--- src/rtl/zero_byte_scanner_if.sv ---
// Handshake and result bundle for zero_byte_scanner: the scan request, the
// input word stream and the result channel.
interface zero_byte_scanner_if #(
  parameter int NBYTES = 4,
  parameter int CNT_W  = 16
);
  logic                  start;
  logic [7:0]            match_byte;
  logic                  in_valid;
  logic                  in_ready;
  logic [8*NBYTES-1:0]   in_data;
  logic                  out_valid;
  logic                  out_ready;
  logic [CNT_W-1:0]      out_len;
  logic                  out_found;
  logic                  out_ovf;
  logic                  busy;

  modport master (
    output start, match_byte, in_valid, in_data, out_ready,
    input  in_ready, out_valid, out_len, out_found, out_ovf, busy
  );

  modport slave (
    input  start, match_byte, in_valid, in_data, out_ready,
    output in_ready, out_valid, out_len, out_found, out_ovf, busy
  );
endinterface

--- src/rtl/zero_byte_scanner.sv ---
// Scans a word stream for the first occurrence of a byte and reports how many
// stream bytes precede it, saturating the count at the counter width.
module zero_byte_scanner #(
  parameter int NBYTES = 4,
  parameter int CNT_W  = 16
) (
  input  logic                clk,
  input  logic                rst_n,
  zero_byte_scanner_if.slave  bus
);

  localparam int              IDX_W   = (NBYTES > 1) ? $clog2(NBYTES) : 1;
  localparam logic [CNT_W:0]  STEP    = (CNT_W+1)'(NBYTES);
  localparam logic [CNT_W-1:0] LEN_MAX = {CNT_W{1'b1}};

  typedef enum logic [1:0] {
    IDLE = 2'd0,
    SCAN = 2'd1,
    DONE = 2'd2
  } state_t;

  state_t             state_r;
  state_t             state_nxt_s;
  logic [CNT_W-1:0]   count_r;
  logic [CNT_W-1:0]   count_nxt_s;
  logic [7:0]         match_r;
  logic [7:0]         match_nxt_s;
  logic [CNT_W-1:0]   out_len_r;
  logic [CNT_W-1:0]   len_nxt_s;
  logic               found_r;
  logic               found_nxt_s;
  logic               ovf_r;
  logic               ovf_nxt_s;
  logic               out_valid_r;
  logic               in_ready_r;
  logic               busy_r;
  logic               hit_s;
  logic [IDX_W-1:0]   idx_s;
  logic [CNT_W:0]     match_sum_s;
  logic [CNT_W:0]     step_sum_s;

  // Priority encoder: walking from the top byte down leaves the lowest match index.
  always_comb begin
    hit_s = 1'b0;
    idx_s = {IDX_W{1'b0}};
    for (int k = NBYTES - 1; k >= 0; k--) begin
      idx_s = (bus.in_data[8*k +: 8] == match_r) ? IDX_W'(k) : idx_s;
      hit_s = hit_s | (bus.in_data[8*k +: 8] == match_r);
    end
  end

  // One extra bit on both sums exposes saturation as the carry-out.
  assign match_sum_s = {1'b0, count_r} + (CNT_W+1)'(idx_s);
  assign step_sum_s  = {1'b0, count_r} + STEP;

  // Next-state and next-result logic.
  always_comb begin
    state_nxt_s = state_r;
    count_nxt_s = count_r;
    match_nxt_s = match_r;
    len_nxt_s   = out_len_r;
    found_nxt_s = found_r;
    ovf_nxt_s   = ovf_r;
    case (state_r)
      IDLE: begin
        if (bus.start) begin
          match_nxt_s = bus.match_byte;
          count_nxt_s = {CNT_W{1'b0}};
          state_nxt_s = SCAN;
        end else begin
          state_nxt_s = IDLE;
        end
      end
      SCAN: begin
        if (bus.in_valid && hit_s) begin
          found_nxt_s = 1'b1;
          ovf_nxt_s   = match_sum_s[CNT_W];
          len_nxt_s   = match_sum_s[CNT_W] ? LEN_MAX : match_sum_s[CNT_W-1:0];
          state_nxt_s = DONE;
        end else if (bus.in_valid && !step_sum_s[CNT_W]) begin
          count_nxt_s = step_sum_s[CNT_W-1:0];
        end else if (bus.in_valid) begin
          found_nxt_s = 1'b0;
          ovf_nxt_s   = 1'b1;
          len_nxt_s   = LEN_MAX;
          state_nxt_s = DONE;
        end else begin
          state_nxt_s = SCAN;
        end
      end
      DONE: begin
        if (bus.out_ready) begin
          state_nxt_s = IDLE;
        end else begin
          state_nxt_s = DONE;
        end
      end
      default: begin
        state_nxt_s = IDLE;
      end
    endcase
  end

  // FSM state register.
  always_ff @(posedge clk or negedge rst_n) begin
    if (!rst_n) begin
      state_r <= IDLE;
    end else begin
      state_r <= state_nxt_s;
    end
  end

  // Datapath and registered status outputs, decoded from the next state.
  always_ff @(posedge clk or negedge rst_n) begin
    if (!rst_n) begin
      count_r     <= {CNT_W{1'b0}};
      match_r     <= 8'h00;
      out_len_r   <= {CNT_W{1'b0}};
      found_r     <= 1'b0;
      ovf_r       <= 1'b0;
      out_valid_r <= 1'b0;
      in_ready_r  <= 1'b0;
      busy_r      <= 1'b0;
    end else begin
      count_r     <= count_nxt_s;
      match_r     <= match_nxt_s;
      out_len_r   <= len_nxt_s;
      found_r     <= found_nxt_s;
      ovf_r       <= ovf_nxt_s;
      out_valid_r <= (state_nxt_s == DONE);
      in_ready_r  <= (state_nxt_s == SCAN);
      busy_r      <= (state_nxt_s != IDLE);
    end
  end

  assign bus.in_ready  = in_ready_r;
  assign bus.out_valid = out_valid_r;
  assign bus.out_len   = out_len_r;
  assign bus.out_found = found_r;
  assign bus.out_ovf   = ovf_r;
  assign bus.busy      = busy_r;

endmodule

--- src/flat_wrapper.sv ---
// flat-port wrapper written by rule: the top's interface ports become plain ports
module zero_byte_scanner_flat 
#(
  parameter int NBYTES = 4,
  parameter int CNT_W  = 16
)
  (clk, rst_n, bus_start, bus_match_byte, bus_in_valid, bus_in_data, bus_out_ready, bus_in_ready, bus_out_valid, bus_out_len, bus_out_found, bus_out_ovf, bus_busy);
  zero_byte_scanner_if #(.NBYTES(NBYTES), .CNT_W(CNT_W)) bus_i ();
  input  logic clk;
  input  logic rst_n;
  input wire logic [$bits(bus_i.start)-1:0] bus_start;
  input wire logic [$bits(bus_i.match_byte)-1:0] bus_match_byte;
  input wire logic [$bits(bus_i.in_valid)-1:0] bus_in_valid;
  input wire logic [$bits(bus_i.in_data)-1:0] bus_in_data;
  input wire logic [$bits(bus_i.out_ready)-1:0] bus_out_ready;
  output wire logic [$bits(bus_i.in_ready)-1:0] bus_in_ready;
  output wire logic [$bits(bus_i.out_valid)-1:0] bus_out_valid;
  output wire logic [$bits(bus_i.out_len)-1:0] bus_out_len;
  output wire logic [$bits(bus_i.out_found)-1:0] bus_out_found;
  output wire logic [$bits(bus_i.out_ovf)-1:0] bus_out_ovf;
  output wire logic [$bits(bus_i.busy)-1:0] bus_busy;
  assign bus_i.start = bus_start;
  assign bus_i.match_byte = bus_match_byte;
  assign bus_i.in_valid = bus_in_valid;
  assign bus_i.in_data = bus_in_data;
  assign bus_i.out_ready = bus_out_ready;
  assign bus_in_ready = bus_i.in_ready;
  assign bus_out_valid = bus_i.out_valid;
  assign bus_out_len = bus_i.out_len;
  assign bus_out_found = bus_i.out_found;
  assign bus_out_ovf = bus_i.out_ovf;
  assign bus_busy = bus_i.busy;
  zero_byte_scanner #(.NBYTES(NBYTES), .CNT_W(CNT_W)) u_core (.clk(clk), .rst_n(rst_n), .bus(bus_i));
endmodule
--- config.mk ---
export PLATFORM = sky130hd
export DESIGN_NAME = zero_byte_scanner_flat
export DESIGN_NICKNAME = d
export VERILOG_FILES = /design/src/rtl/zero_byte_scanner_if.sv /design/src/rtl/zero_byte_scanner.sv /design/src/flat_wrapper.sv
export SDC_FILE = /design/constraint.sdc
export NUM_CORES = 1
export LEC_CHECK = 0
export BUFFER_PORTS_ARGS = -buffer_cell sky130_fd_sc_hd__buf_2
export CAP_MARGIN = 20
export CORE_UTILIZATION = 45
export DETAILED_ROUTE_END_ITERATION = 6
export PLACE_DENSITY = 0.66
export SLEW_MARGIN = 40
export SYNTH_ARGS = -nofsm -noshare
export SYNTH_HDL_FRONTEND = slang
export SYNTH_SLANG_ARGS = --single-unit
--- constraint.sdc ---
create_clock -name clk -period 5.9 [get_ports clk]
set_input_delay 0.885 -clock clk [delete_from_list [all_inputs] [get_ports clk]]
set_output_delay 0.885 -clock clk [all_outputs]
set_load 0.03 [all_outputs]
==> results_dict.tcl <==
set metrics [dict create \
    rsz0062_at_grt "false" \
    pwr-share-clk_pct 14.7 \
    cts_max_level 2 \
    path_clk_slew_ns 0.08 \
    synth-warning-count 0 \
    max_slew.worst_pin.slew_ns 0.695 \
    relSlewSlack_pct 53.7 \
    ys_ff_latch 45 \
    max_stage_delay_ns 0.58 \
    crit_path_max_fanout 14 \
    die_w_um 78.5 \
    switching_share_pct 40.9 \
    total_power_uw 1250 \
    yosysUniqueCellTypes 46 \
    cts_buffers 5 \
    synth_fp_nets 293 \
    via_per_inst 5.51 \
    cts_buffer_depth 2 \
    p_int_uw 741 \
    synth_edf_count 0 \
    hp-start "u_core.bus.out_ovf$_DFFE_PN0P_" \
    peakVddDrop_mv 0.252 \
    fin_crit_ns 2.39 \
    period_share_pct 40.5 \
    r2r_start "u_core.count_r[2]$_DFFE_PN0P_" \
    wirelength_um 5700 \
    clk_latency_ns 0.30 \
    grt_max_degree 46 \
    place_ws_ns 3.19 \
    core-area_um2 5570 \
    place.gp.congestion 0.872 \
    crit_chain "buf_2, xnor2_1, nand4_1, nor2_2, nor3_4, nand2_1, o41ai_1" \
    drt_iter0_drc 133 \
    antenna_found_initial 0 \
    cp.arrival_ns 2.58 \
    hold_end "u_core.bus.out_ovf$_DFFE_PN0P_" \
    hold_violations 0 \
    syn_inst 246 \
    finalWorstSetupSlack_ns 3.51 \
    r2r-end "u_core.count_r[10]$_DFFE_PN0P_" \
    cts_setup_buffers 0 \
    hpwl_um 4180 \
    cts_tree "yes" \
    layout_common_cells "buf_2, dfrtp_1, xnor2_1" \
    fin_tns_setup_ns 0 \
    crit_required_ns 6.09 \
    setup_violations 0 \
    portBuffers 65 \
    syn_area_per_cell_um2 10.7 \
    reg2reg_depth 7 \
    dp_cells 366 \
    timing.fmax_mhz 419 \
    synthArstFlopShare_pct 100 \
    die-height_um 78.5 \
    crit_path_end_kind "register" \
    instances_no_fill 374 \
    final_nets 348 \
    drtAntennaViolNets 0 \
    vias 2059 \
    crit_type "input port to register" \
    layout.cells.most_common "buf_2" \
    ys.flop_type "dfrtp_1" \
    fin_skew_ns 0.00426 \
    cts.sinks 45 \
    yosysSeqAreaShare_pct 42.7 \
    area_growth_pct 14.6 \
    cellLeakagePower_uw 0.00131 \
    grt_pass1_vias 2058 \
    syn-cell-area_um2 2640 \
    gr-total-overflow 0 \
    hp-class "register to register" \
    layout-drive-gt1-share_pct 32.8 \
    io_pins 66 \
    combinationalPowerShare_pct 43.5 \
    cp-start-kind "input port" \
    outcome "finished clean" \
    drv_cap 0 \
    root_buffer "clkbuf_8" \
    holdWs_ns 0.500 \
    drc_errors 0 \
    slowest_stage "nor3_4" \
    drv_slew 0 \
    grt_pass1_wl_um 9690 \
    fp-row-count 27 \
    hold_depth 1 \
    p_seq_share_pct 41.8 \
    hold_buffers 0 \
    cts_resized 0 \
    reg2reg_setup_slack_ns 3.59 \
    start_util_pct 47.3 \
    dieArea_um2 6170 \
    drt_pass1_iterations 4 \
    fillers 513 \
    power.density_nw_per_um2 415 \
    switchingPower_uw 513 \
    insertedDiodeCount 0 \
    grt_usage_pct 20.4 \
    avgRoutedWirePerCell_um 15.2 \
]
-- per-stage QoR --
stage / cell area [um^2] / util, %
2_1_floorplan: 2640 / -
3_3_place_gp: 2930 / 52.6
3_5_place_dp: 2940 / 52.7
4_1_cts: 3020 / 54.2
5_1_grt: 3020 / 54.2
6_report: 3020 / 54.2
-- power groups by stage --
stage / clock network [uW] / registers, uW / logic, uW
final: 184 / 524 / 546
after global routing: 203 / 542 / 597
after floorplan: 0 / 570 / 398
after CTS: 190 / 526 / 551
after global placement: 0 / 527 / 542
after detailed placement: 0 / 530 / 549
-- logic make-up after synthesis --
logic type | synth area share [%]
XOR/XNOR | 13.0
buffers and inverters | 4.61
AND/OR/NAND/NOR | 17.9
AO/OA/AOI/OAI | 14.7
other | 0.142
adder cells (fa/ha/maj) | 0.950
multiplexers | 6.08
flip-flops | 42.7
-- worst max path at each step --
stage,startpoint,end
floorplan,bus_in_data[10],u_core.bus.out_len[5]$_DFFE_PN0P_
global placement,bus_in_data[3],u_core.count_r[10]$_DFFE_PN0P_
CTS,bus_in_data[3],u_core.count_r[10]$_DFFE_PN0P_
finish,bus_in_data[3],u_core.count_r[10]$_DFFE_PN0P_
detailed placement,bus_in_data[3],u_core.count_r[10]$_DFFE_PN0P_
global route,bus_in_data[3],u_core.count_r[10]$_DFFE_PN0P_
-- final cells by class --
type	count	area (um^2)	area share, %
inverter	1	3.75	0.124
multi-input combinational	183	1390	46.0
clock inverter	1	7.51	0.249
sequential	45	1130	37.3
tap	72	90.1	2.98
timing repair buffer	65	328	10.9
clock buffer	7	76.3	2.53
-- sequential cells by signal, indices dropped and copies added (netlist names) --
signal	flops
u_core.bus.in_ready	1
u_core.count_r	14
u_core.bus.out_valid	1
u_core.bus.busy	1
u_core.bus.out_found	1
u_core.match_r	8
u_core.state_r	2
u_core.bus.out_len	16
u_core.bus.out_ovf	1
-- critical path: cells and delay by family --
| family | cells | cell delay (ns) |
|---|---|---|
| XOR/XNOR | 1 | 0.11 |
| buffers and inverters | 1 | 0.10 |
| AO/OA/AOI/OAI | 1 | 0.36 |
| AND/OR/NAND/NOR | 4 | 1.11 |
-- synth_stat cells, types with 5 or more instances --
cell	number	area share, %
dfrtp_1	45	43
xnor2_1	37	12
nand4_1	14	3.3
o22a_1	14	4.7
nor2_1	13	1.9
nand3_1	12	2.3
nand2_1	11	1.6
buf_2	10	1.9
o21ai_0	9	1.7
mux2_2	8	3.4
o31ai_1	8	2.3
mux2i_1	7	2.7
buf_6	5	2.1
-- routing by layer --
layer  routed length (um)  share of wire, %  GRT usage (%)
met1                 2690                47           27.7
met2                 2710                48           31.5
met3                  212               3.7           4.42
met4                   86               1.5           8.15
met5                    0                 0              0
No activity file was read; power rests on OpenSTA's default activity.
